## src/rtl/seg7_pkg.sv

```systemverilog
// Shared constants for 7-segment display bus consumers: segment codes,
// digit slot indices and the binary field width.
package seg7_pkg;

  localparam logic [6:0] SEG_0     = 7'h3f;
  localparam logic [6:0] SEG_1     = 7'h06;
  localparam logic [6:0] SEG_2     = 7'h5b;
  localparam logic [6:0] SEG_3     = 7'h4f;
  localparam logic [6:0] SEG_4     = 7'h66;
  localparam logic [6:0] SEG_5     = 7'h6d;
  localparam logic [6:0] SEG_6     = 7'h7d;
  localparam logic [6:0] SEG_7     = 7'h07;
  localparam logic [6:0] SEG_8     = 7'h7f;
  localparam logic [6:0] SEG_9     = 7'h6f;
  localparam logic [6:0] SEG_BLANK = 7'h00;

  localparam int LO_ONES    = 0;
  localparam int LO_TENS    = 1;
  localparam int HI_ONES    = 2;
  localparam int HI_TENS    = 3;
  localparam int NUM_DIGITS = 4;

  localparam int FIELD_W = 6;

  // Kept at 7 bits so a 99 from two BCD digits is still visible for range checks.
  function automatic logic [6:0] field_value(input logic [3:0] tens, input logic [3:0] ones);
    return 7'(tens) * 7'd10 + 7'(ones);
  endfunction

endpackage

```

## src/rtl/seg7_decode.sv

```systemverilog
// Combinational 7-segment code to BCD decoder; flags blank and
// unrecognised codes separately so callers can ignore blanks.
module seg7_decode
  import seg7_pkg::*;
(
  input  logic [6:0] code,
  output logic [3:0] digit,
  output logic       valid,
  output logic       blank
);

  always_comb begin
    digit = 4'd0;
    valid = 1'b1;
    blank = 1'b0;
    case (code)
      SEG_0:     digit = 4'd0;
      SEG_1:     digit = 4'd1;
      SEG_2:     digit = 4'd2;
      SEG_3:     digit = 4'd3;
      SEG_4:     digit = 4'd4;
      SEG_5:     digit = 4'd5;
      SEG_6:     digit = 4'd6;
      SEG_7:     digit = 4'd7;
      SEG_8:     digit = 4'd8;
      SEG_9:     digit = 4'd9;
      SEG_BLANK: begin
        valid = 1'b0;
        blank = 1'b1;
      end
      default:   valid = 1'b0;
    endcase
  end

endmodule

```

## src/rtl/segment_capture.sv

```systemverilog
// Scanned 7-segment display receiver: realigns the segment bus to its digit
// enable, collects four digits and publishes two binary fields once stable.
module segment_capture
  import seg7_pkg::*;
#(
  parameter int SEG_LAG       = 1,
  parameter int STABLE_FRAMES = 2
) (
  input  logic        clock,
  input  logic        reset,
  input  logic [3:0]  bytee,
  input  logic [6:0]  segment,
  output logic [11:0] data_out,
  output logic        data_valid,
  output logic        code_error,
  output logic        enable_error,
  output logic [15:0] digit_bcd
);

  localparam logic [3:0] STABLE_CNT = 4'(STABLE_FRAMES);
  localparam logic [6:0] FIELD_MAX  = 7'((1 << FIELD_W) - 1);

  logic [3:0] en_d;

  generate
    if (SEG_LAG == 0) begin : g_nolag
      assign en_d = bytee;
    end else begin : g_lag
      logic [3:0] lag_q [SEG_LAG];
      always_ff @(posedge clock or negedge reset) begin
        if (!reset) begin
          for (int i = 0; i < SEG_LAG; i++) lag_q[i] <= 4'hF;
        end else begin
          lag_q[0] <= bytee;
          for (int i = 1; i < SEG_LAG; i++) lag_q[i] <= lag_q[i-1];
        end
      end
      assign en_d = lag_q[SEG_LAG-1];
    end
  endgenerate

  logic [3:0] dec_digit;
  logic       dec_valid;
  logic       dec_blank;

  seg7_decode u_decode (
    .code  (segment),
    .digit (dec_digit),
    .valid (dec_valid),
    .blank (dec_blank)
  );

  logic [3:0] sel;
  logic       one_hot;
  logic       multi;
  logic       code_bad;

  assign sel      = ~en_d;
  assign one_hot  = (sel != 4'd0) && ((sel & (sel - 4'd1)) == 4'd0);
  assign multi    = (sel != 4'd0) && !one_hot;
  assign code_bad = !dec_valid && !dec_blank;

  logic [NUM_DIGITS-1:0][3:0] digit_q, digit_d;
  logic [NUM_DIGITS-1:0]      flags_q, flags_d;
  logic [11:0]                candidate_q, candidate_d;
  logic [3:0]                 count_q, count_d;
  logic [11:0]                data_out_q, data_out_d;
  logic                       data_valid_q, data_valid_d;
  logic                       code_error_q, code_error_d;
  logic                       enable_error_q, enable_error_d;

  logic [6:0]  hi_val;
  logic [6:0]  lo_val;
  logic        range_ok;
  logic        frame_done;
  logic [11:0] frame_value;

  assign hi_val      = field_value(digit_q[HI_TENS], digit_q[HI_ONES]);
  assign lo_val      = field_value(digit_q[LO_TENS], digit_q[LO_ONES]);
  assign range_ok    = (hi_val <= FIELD_MAX) && (lo_val <= FIELD_MAX);
  assign frame_done  = &flags_q;
  assign frame_value = {hi_val[FIELD_W-1:0], lo_val[FIELD_W-1:0]};

  always_comb begin
    digit_d        = digit_q;
    flags_d        = flags_q;
    candidate_d    = candidate_q;
    count_d        = count_q;
    data_out_d     = data_out_q;
    data_valid_d   = 1'b0;
    code_error_d   = 1'b0;
    enable_error_d = 1'b0;

    // Stability runs one edge after completion, on the digit registers as they
    // stood; a new sample landing on the same edge starts the next frame.
    if (frame_done) begin
      flags_d = '0;
      if (range_ok) begin
        if (frame_value == candidate_q) begin
          count_d = (count_q == 4'd15) ? count_q : count_q + 4'd1;
        end else begin
          candidate_d = frame_value;
          count_d     = 4'd1;
        end
        if (count_d >= STABLE_CNT) begin
          data_out_d   = frame_value;
          data_valid_d = 1'b1;
        end
      end
    end

    if (multi) begin
      flags_d        = '0;
      enable_error_d = 1'b1;
    end else if (one_hot) begin
      if (code_bad) begin
        flags_d      = '0;
        code_error_d = 1'b1;
      end else if (dec_valid) begin
        for (int i = 0; i < NUM_DIGITS; i++) begin
          if (sel[i]) begin
            digit_d[i] = dec_digit;
            flags_d[i] = 1'b1;
          end
        end
      end
    end
  end

  always_ff @(posedge clock or negedge reset) begin
    if (!reset) begin
      digit_q        <= '0;
      flags_q        <= '0;
      candidate_q    <= '0;
      count_q        <= '0;
      data_out_q     <= '0;
      data_valid_q   <= 1'b0;
      code_error_q   <= 1'b0;
      enable_error_q <= 1'b0;
    end else begin
      digit_q        <= digit_d;
      flags_q        <= flags_d;
      candidate_q    <= candidate_d;
      count_q        <= count_d;
      data_out_q     <= data_out_d;
      data_valid_q   <= data_valid_d;
      code_error_q   <= code_error_d;
      enable_error_q <= enable_error_d;
    end
  end

  assign data_out     = data_out_q;
  assign data_valid   = data_valid_q;
  assign code_error   = code_error_q;
  assign enable_error = enable_error_q;
  assign digit_bcd    = digit_q;

endmodule

```

## config.mk

```make
export PLATFORM = sky130hd
export DESIGN_NAME = segment_capture
export DESIGN_NICKNAME = d
export VERILOG_FILES = /design/src/rtl/seg7_pkg.sv /design/src/rtl/seg7_decode.sv /design/src/rtl/segment_capture.sv
export SDC_FILE = /design/constraint.sdc
export NUM_CORES = 1
export LEC_CHECK = 0
export BUFFER_PORTS_ARGS = -buffer_cell sky130_fd_sc_hd__buf_2
export CORE_UTILIZATION = 26
export DETAILED_ROUTE_END_ITERATION = 12
export HOLD_SLACK_MARGIN = 0.1
export PLACE_DENSITY = 0.45
export RECOVER_POWER = 100
export SLEW_MARGIN = 20
export SYNTH_ARGS = -nofsm -noshare
export SYNTH_HDL_FRONTEND = slang
export SYNTH_SLANG_ARGS = --single-unit
```

## constraint.sdc

```tcl
create_clock -name clock -period 6.5 [get_ports clock]
set_input_delay 0.65 -clock clock [delete_from_list [all_inputs] [get_ports clock]]
set_output_delay 0.65 -clock clock [all_outputs]
set_load 0.005 [all_outputs]
```

==> impl_metrics.json, run 1 <==
{
  "grt.met3_usage": 0.02690,
  "core_area_sq_um": 10980,
  "cts_tree": "built",
  "yosys.cell_types.count": 43,
  "cts_resized": 0,
  "worstPathArrival_ns": 4.23,
  "setup_total_negative_slack_ns": 0,
  "global_route.usage.met1": 0.1629,
  "clock_tree.htree_level_count": 2,
  "vdd_ir_drop_max_mv": 0.1156,
  "synth.yosys.warnings": 0,
  "crit_type": "reg2reg",
  "worst_path_largest_cell_delay_ns": 0.86,
  "grt_pass1_vias": 1961,
  "yosys.area.top_type_share": 0.4284,
  "design_power_total_mw": 0.7578,
  "crit_path_top_delay_cell": "nor2b_1",
  "gp_congestion": 0.7592,
  "synth_nets": 281,
  "maxCapViolations": 1,
  "detail-route-antenna-nets": 0,
  "synth-seq-cells": 55,
  "synth_top_area_cell": "dfrtp_1",
  "final_util": 0.3142,
  "tightestPinTransition_ns": 3.014,
  "tmin_final_ns": 4.058,
  "whs_ns": 0.4556,
  "layout_common_cells": "dfrtp_1, buf_2, mux2_1",
  "die_span_in_y_um": 109.0,
  "drt-vias-per-instance": 4.550,
  "crit_end": "candidate_q[10]",
  "clock_sinks": 55,
  "timing.critical_path.depth": 10,
  "grt_overflow_total": 0,
  "track_usage": 0.1134,
  "drt_wl_total_mm": 6.239,
  "critical_path.endpoint_type": "flop",
  "synth-edff-count": 0,
  "initialDrtViolationCount": 41,
  "routed-via-count": 1984,
  "hold_path_class": "in2reg",
  "layout_net_count": 326,
  "syn-cell-area_sq_um": 2979,
  "area_delta_synth_final_pct": 15.83,
  "design.die.area_sq_um": 11890,
  "grtUsageMet2": 0.1694,
  "timing.critical_path.from_type": "flop",
  "top_level_ports": 44,
  "worstHoldPathCells": 1,
  "final_slew_viol_count": 56,
  "grt_busiest_layer": "met2",
  "dp_hpwl_mm": 4.730,
  "fraction_of_layout_cells_with_a_size_suffix_above_1": 0.1926,
  "critical_path.n_buffers_inverters": 1,
  "timing.critical_path.mode_cell": "ha_1",
  "antenna_violations_before_repair": 0,
  "share_of_the_yosys_chip_area_belonging_to_registers": 0.4637,
  "cts_setup_buffers": 0,
  "grt_pass1_wl_mm": 10.28,
  "numPortBuffers": 43,
  "final_min_period_over_clock_period": 0.6242,
  "layout.cells.most_common": "dfrtp_1",
  "worst-endpoint-required_ns": 6.67,
  "numCtsBuffers": 5,
  "fin_skew_ns": 0.004971,
  "placement.setup.worst_slack_ns": 2.427,
  "powerDensity_nw_per_um2": 219.6,
  "drt_pass1_iterations": 4,
  "worst-r2r-setup-slack_ns": 2.44,
  "chip_width_um": 109.0,
  "wl_per_cell_um": 14.31,
  "synth_ff_type": "dfrtp_1",
  "grt_setup_unrepaired": "false",
  "leakage_nw": 1.730,
  "diodes": 0,
  "critical_path.max_fanout": 11,
  "postSynth.asyncResetShare": 1.000,
  "ctsLongestPathBuffers": 2,
  "critical_path.cell_chain": "ha_1, ha_1, inv_1, fa_1, nand2b_1, a21oi_1, xnor2_1, nor3_1, nor2b_1, mux2_2",
  "initial_utilization": 0.2712,
  "synth.avg_cell_area_sq_um": 11.92,
  "worst_slack_ns": 2.442,
  "worst_slew_margin_rel": -1.009,
  "clkLatencyLatePin_ns": 0.28,
  "final_routed_drc_violation_total": 0,
  "holdBufCountCts": 0,
  "synth_cells": 250,
  "timing.critical_path.max_delay_family": "simple AND/OR/NAND/NOR gates",
  "hold_viol": 0,
  "timing.fmax_mhz": 246.5,
  "clk_pin_slew_worst_paths_ns": 0.07,
  "root_cell_of_the_clock_tree": "clkbuf_16",
  "failed_checks": "capacitance limit, slew limit",
  "ff2ff_path_depth": 10,
  "run_status": "finished with violations",
  "site_rows": 38,
  "synth_top_cells_by_area": "dfrtp_1, mux2_1, mux2_2",
  "worst_r2r_startpoint": "digit_bcd[5]",
  "grt_start_max_net_pins": 56,
  "worst_r2r_endpoint": "candidate_q[10]",
  "timing.critical_path.from": "digit_bcd[5]",
  "setup_viol": 0
}
[synthesized netlist by cell type, drive strengths merged, types with 2 or more instances]
cell    number
nand4        6
a21oi       17
ha          14
dfstp        4
and3         7
xor2        13
and2b        4
nand2b       6
o22ai        2
nor4         6
o21ai        6
xnor2       11
fa           4
dfrtp       51
a41oi        2
nor2         8
mux2i        2
nand2       13
inv          8
mux2        38
nand3        3
nor3         3
a21o         4
buf          6
[worst min-delay path by stage]
| stage | from | to | slack, ns |
|---|---|---|---|
| after floorplan | reset | candidate_q[0] | 0.35 |
| after global placement | data_out[6] | data_out[6] | 0.46 |
| after detailed placement | data_out[7] | data_out[7] | 0.47 |
| after CTS | bytee[3] | en_d[3] | 0.45 |
| after global routing | bytee[1] | en_d[1] | 0.44 |
| final | bytee[1] | en_d[1] | 0.46 |
[area by class of cell]
class	count	area (sq um)
Fill cell	1145	7532
Multi-Input combinational cell	181	1509
Sequential cell	55	1381
Timing Repair Buffer	44	198.9
Tap cell	140	175.2
Clock buffer	8	156.4
Inverter	8	30.03
[worst register-to-register path, delay by kind of cell, from the launching register on]
family / cells / cell delay (ns)
flip-flops: 1 / 0.45
AO/OA/AOI/OAI: 1 / 0.15
adder cells (fa/ha/maj): 3 / 0.97
XOR/XNOR: 1 / 0.08
multiplexers: 1 / 0.41
AND/OR/NAND/NOR: 3 / 1.82
buffers and inverters: 1 / 0.06
[power breakdown]
group | leakage [nW] | internal, mW | total, mW | switching (mW)
Sequential | 0.744 | 0.352 | 0.362 | 0.00952
Combinational | 0.909 | 0.0466 | 0.116 | 0.0691
Clock | 0.0772 | 0.164 | 0.280 | 0.116
Total | 1.73 | 0.563 | 0.758 | 0.195
[flip-flops by register name, indices dropped and copies added (netlist names)]
signal,count
digit_bcd,16
candidate_q,12
data_out,12
count_q,4
en_d,4
flags_q,4
code_error,1
data_valid,1
enable_error,1
[kinds of logic (layout without fill, tap and decap cells)]
kind of cell / Yosys count / count (layout) / synth area share
and+or+nand+nor: 61 / 61 / 0.1184
adders and majority gates: 19 / 19 / 0.08904
AOI/OAI and AO/OA: 36 / 36 / 0.07434
muxes: 40 / 40 / 0.1504
DFF: 55 / 55 / 0.4637
xor gates and xnor gates: 25 / 25 / 0.07812
buffers and inverters: 14 / 60 / 0.02604
[through the flow]
step	instance area, sq um	instances
after floorplan	2979	250
after global placement	3329	428
after detailed placement	3329	428
after CTS	3486	436
after global routing	3451	436
final	3451	436
[per-layer routing]
metal  routed length [um]  part of all wire  vias to the layer above
met5                    0                 0                        -
met4                   42            0.0067                        0
met3                  281             0.045                        2
met2                 2753              0.44                       40
met1                 3163              0.51                      961
li1                     -                 -                      981
(Power assumes the default switching activity.)
==> run 2, diff against run 1 <==
Clock period 6.5 ns to 4.2 ns, I/O delays scaled along.
==> impl_metrics.json, run 2 (synthesis gave the netlist of run 1 again) <==
{
  "maxCapViolations": 1,
  "post_dp_cell_area_sq_um": 3344,
  "leakage_nw": 1.742,
  "die_span_in_y_um": 109.0,
  "grt_overflow_total": 0,
  "crit_type": "reg2reg",
  "holdBufCountCts": 0,
  "diodes": 0,
  "final_min_period_over_clock_period": 0.7910,
  "grt_setup_unrepaired": "false",
  "critical_path.n_buffers_inverters": 3,
  "initialDrtViolationCount": 34,
  "routed-via-count": 2001,
  "grt_pass1_wl_mm": 10.28,
  "final_util": 0.3144,
  "drt_wl_total_mm": 6.253,
  "timing.critical_path.from_type": "flop",
  "hold_viol": 0,
  "failed_checks": "capacitance limit, slew limit",
  "fraction_of_layout_cells_with_a_size_suffix_above_1": 0.2081,
  "largest_register_ff_count": 16,
  "critical_path.max_fanout": 11,
  "vdd_ir_drop_max_mv": 0.1514,
  "design.die.area_sq_um": 11890,
  "clkLatencyLatePin_ns": 0.29,
  "worstPathArrival_ns": 3.50,
  "drt-vias-per-instance": 4.568,
  "layout_net_count": 328,
  "core_area_sq_um": 10980,
  "area_delta_synth_final_pct": 15.92,
  "critical_path.cell_chain": "ha_1, ha_1, inv_1, fa_1, nand2b_1, a21oi_1, xnor2_1, nor3_1, clkbuf_1, nor2b_1, buf_4, mux2_2",
  "worst_path_largest_cell_delay_ns": 0.47,
  "design_power_total_mw": 1.139,
  "finalNonFillerCells": 438,
  "initial_utilization": 0.2712,
  "timing.critical_path.max_delay_family": "adder cells",
  "clock_sinks": 55,
  "ctsLongestPathBuffers": 2,
  "setup_viol": 0,
  "grt_start_max_net_pins": 56,
  "cts_tree": "built",
  "fill_cells": 1130,
  "placement.setup.worst_slack_ns": 0.9329,
  "track_usage": 0.1144,
  "numCtsBuffers": 5,
  "fin_skew_ns": 0.005565,
  "layout_common_cells": "dfrtp_1, buf_2, mux2_1",
  "run_status": "finished with violations",
  "dp.cells": 430,
  "cts_resized": 0,
  "setup_total_negative_slack_ns": 0,
  "powerDensity_nw_per_um2": 329.9,
  "clock_tree.htree_level_count": 2,
  "final_routed_drc_violation_total": 0,
  "chip_width_um": 109.0,
  "timing.fmax_mhz": 301.0,
  "hold_path_class": "in2reg",
  "final_area_sq_um": 3453,
  "top_level_ports": 44,
  "tmin_final_ns": 3.322,
  "clk_pin_slew_worst_paths_ns": 0.07,
  "root_cell_of_the_clock_tree": "clkbuf_16",
  "gp_congestion": 0.7831,
  "dp_hpwl_mm": 4.760,
  "site_rows": 38,
  "whs_ns": 0.2275,
  "crit_path_top_delay_cell": "dfrtp_1",
  "final_slew_viol_count": 56,
  "worst_slack_ns": 0.8777,
  "cts_setup_buffers": 0,
  "drt_pass1_iterations": 4,
  "grt_pass1_vias": 1968,
  "timing.critical_path.mode_cell": "ha_1",
  "worst-endpoint-required_ns": 4.38,
  "worst_slew_margin_rel": -1.050,
  "detail-route-antenna-nets": 0,
  "wl_per_cell_um": 14.28,
  "layout.cells.most_common": "dfrtp_1",
  "numPortBuffers": 43,
  "tightestPinTransition_ns": 3.074,
  "antenna_violations_before_repair": 0,
  "critical_path.endpoint_type": "flop"
}
## run 2: per-layer routing
layer	up-vias	routed length, um	GRT usage
li1	988	-	-
met1	964	3170	0.1622
met2	44	2732	0.1734
met3	5	294	0.02331
met4	0	55	0.03571
met5	-	0	0
## run 2: path summary, 6_finish.rpt
| path | from | to | cells after the start | slack (ns) |
|---|---|---|---|---|
| hold / removal | bytee[1] | en_d[1] | 1 | 0.23 |
| setup reg to reg | digit_bcd[5] | candidate_q[0] | 12 | 0.88 |
| min in group asynchronous | reset | enable_error | 2 | 1.23 |
| setup / recovery | digit_bcd[5] | candidate_q[0] | 12 | 0.88 |
| max in group asynchronous | reset | digit_bcd[8] | 2 | 1.22 |
| hold reg to reg | data_out[10] | data_out[10] | 1 | 0.48 |
## run 2: worst register-to-register path, cell delays in order, from the launching register on
cell      delay [ns]
dfrtp_1         0.47
ha_1            0.33
ha_1            0.19
inv_1           0.06
fa_1            0.47
nand2b_1        0.17
a21oi_1         0.16
xnor2_1         0.08
nor3_1          0.18
clkbuf_1        0.36
nor2b_1         0.18
buf_4           0.21
mux2_2          0.35
## run 2: area by class of cell
class | count | area (sq um) | area share
clock buffer | 7 | 132.6 | 0.03841
clock inverter | 1 | 5.005 | 0.001449
inverter | 8 | 30.03 | 0.008696
multi-input combinational | 181 | 1514 | 0.4384
sequential | 55 | 1381 | 0.4000
tap | 140 | 175.2 | 0.05072
timing repair buffer | 46 | 215.2 | 0.06232
## run 2: power by group
group          internal (mW)  total [mW]  switching (mW)
clock                  0.221       0.401           0.180
combinational         0.0732       0.178           0.105
sequential             0.545       0.560          0.0150
total                  0.839        1.14           0.300
==> run 3, diff against run 2 <==
Clock period 4.2 ns to 3.1 ns, I/O delays scaled along.
==> impl_metrics.json, run 3 (synthesis gave the netlist of run 1 again) <==
{
  "root_cell_of_the_clock_tree": "clkbuf_16",
  "critical_path.max_fanout": 6,
  "final_util": 0.3387,
  "tightestPinTransition_ns": 1.405,
  "vdd_ir_drop_max_mv": 0.2028,
  "switchingPower_mw": 0.4438,
  "fin_skew_ns": 0.003220,
  "core_area_sq_um": 10980,
  "worst_path_largest_cell_delay_ns": 0.58,
  "cts_tree": "built",
  "timing.critical_path.mode_cell": "and3_4",
  "clock_tree.htree_level_count": 2,
  "routed-via-count": 2077,
  "tmin_final_ns": 3.032,
  "grt_start_max_net_pins": 32,
  "crit_path_top_delay_cell": "fa_2",
  "drt-vias-per-instance": 4.595,
  "ctsLongestPathBuffers": 2,
  "final_routed_drc_violation_total": 0,
  "clock_sinks": 55,
  "pwr-share-clk": 0.360,
  "initialDrtViolationCount": 35,
  "antenna_violations_before_repair": 0,
  "seq_power_share": 0.453,
  "leakage_nw": 1.848,
  "powerDensity_nw_per_um2": 448.1,
  "critical_path.cell_chain": "ha_1, ha_2, inv_2, fa_2, xnor2_2, and3_4, o22ai_4, nor4_4, and3_4, mux2_1",
  "largest_register_ff_count": 16,
  "chip_width_um": 109.0,
  "combPwrFrac": 0.187,
  "critical_path.endpoint_type": "flop",
  "timing.critical_path.max_delay_family": "adder cells",
  "swShare": 0.2663,
  "post_dp_cell_area_sq_um": 3420,
  "timing.fmax_mhz": 329.8,
  "final_area_sq_um": 3720,
  "worst-endpoint-required_ns": 3.28,
  "initial_utilization": 0.2712,
  "site_rows": 38,
  "numPortBuffers": 43,
  "design.die.area_sq_um": 11890,
  "final_slew_viol_count": 0,
  "crit_type": "reg2reg",
  "grt_pass1_wl_mm": 10.54,
  "layout.cells.most_common": "dfrtp_1",
  "power_report.internal_total_mw": 1.223,
  "top_level_ports": 44,
  "wl_per_cell_um": 14.81,
  "run_status": "completed",
  "fraction_of_layout_cells_with_a_size_suffix_above_1": 0.3526,
  "drt_wl_total_mm": 6.693,
  "drt_pass1_iterations": 5,
  "worstPathArrival_ns": 3.21,
  "track_usage": 0.1183,
  "maxCapViolations": 0,
  "area_delta_synth_final_pct": 24.86,
  "hold_path_class": "in2reg",
  "critical_path.n_buffers_inverters": 1,
  "detail-route-antenna-nets": 0,
  "final_min_period_over_clock_period": 0.9781,
  "grt_overflow_total": 0,
  "numCtsBuffers": 5,
  "die_span_in_y_um": 109.0,
  "setup_viol": 0,
  "hold_viol": 0,
  "layout_common_cells": "dfrtp_1, buf_2, mux2_2",
  "timing.critical_path.from_type": "flop",
  "diodes": 0,
  "layout_net_count": 342,
  "grt_pass1_vias": 2031,
  "dp_hpwl_mm": 5.108,
  "clkLatencyLatePin_ns": 0.29,
  "clk_pin_slew_worst_paths_ns": 0.07,
  "gp_congestion": 0.7667,
  "grt_setup_unrepaired": "true",
  "worst_slew_margin_rel": 0.06364
}
## run 3: changes by cell type in the layout (fill, tap and decap cells not counted), sizes merged
cell | previous run | this run
clkbuf | 20 | 16
dlygate4sd3 | 0 | 1
clkinv | 1 | 0
and3 | 7 | 8
clkinvlp | 0 | 1
buf | 33 | 49
## run 3: power by group through the flow
stage	logic, mW	registers [mW]	clock network, mW
6_report	0.311	0.756	0.600
3_3_place_gp	0.267	0.770	0
2_1_floorplan	0.162	0.769	0
3_5_place_dp	0.268	0.770	0
5_1_grt	0.346	0.759	0.643
4_1_cts	0.272	0.756	0.613
## run 3: metrics by stage
step	setup TNS, ns	worst slack [ns]	hold WS, ns	power (mW)	std cells
after floorplan	0	0.08004	0.01441	0.9313	250
after global placement	0	0.08705	0.3529	1.037	440
after detailed placement	0	0.07445	0.3546	1.038	440
after CTS	0	0.07418	0.1061	1.641	449
after global routing	-0.5216	-0.05477	0.1006	1.749	452
final	0	0.06777	0.1107	1.667	452
## run 3: area by class of cell
type / instances / area [sq um]
fillers: 1101 / 7263
repair buffers: 59 / 327.8
multi-input cells: 182 / 1645
inverters: 8 / 30.03
well taps: 140 / 175.2
clock buffers: 7 / 152.6
flip-flops and latches: 55 / 1381
clock inverters: 1 / 7.507
## run 3: routing by layer
| metal | wire, um | vias up | track usage |
|---|---|---|---|
| li1 | - | 1021 | - |
| met4 | 76 | 0 | 0.03764 |
| met3 | 239 | 7 | 0.02391 |
| met1 | 3377 | 1013 | 0.1639 |
| met2 | 3000 | 36 | 0.1837 |
| met5 | 0 | - | 0 |
## run 3: timing repair
action | 4_1_cts | 5_1_grt
resized for setup | 0 | 28
buffers inserted | 0 | 2
endpoints found under the hold margin | 22 | 0
hold buffers | 1 | 0
setup endpoints to repair | 0 | 23
## run 3: path summary, 6_finish.rpt
path / slack, ns / endpoint / cells past startpoint / from
max in group asynchronous: 1.10 / en_d[0] / 3 / reset
hold reg to reg: 0.49 / data_out[5] / 1 / data_out[5]
hold / removal: 0.11 / en_d[3] / 1 / bytee[3]
min in group asynchronous: 0.87 / flags_q[3] / 2 / reset
setup reg to reg: 0.07 / data_out[4] / 10 / digit_bcd[15]
setup / recovery: 0.07 / data_out[4] / 10 / digit_bcd[15]
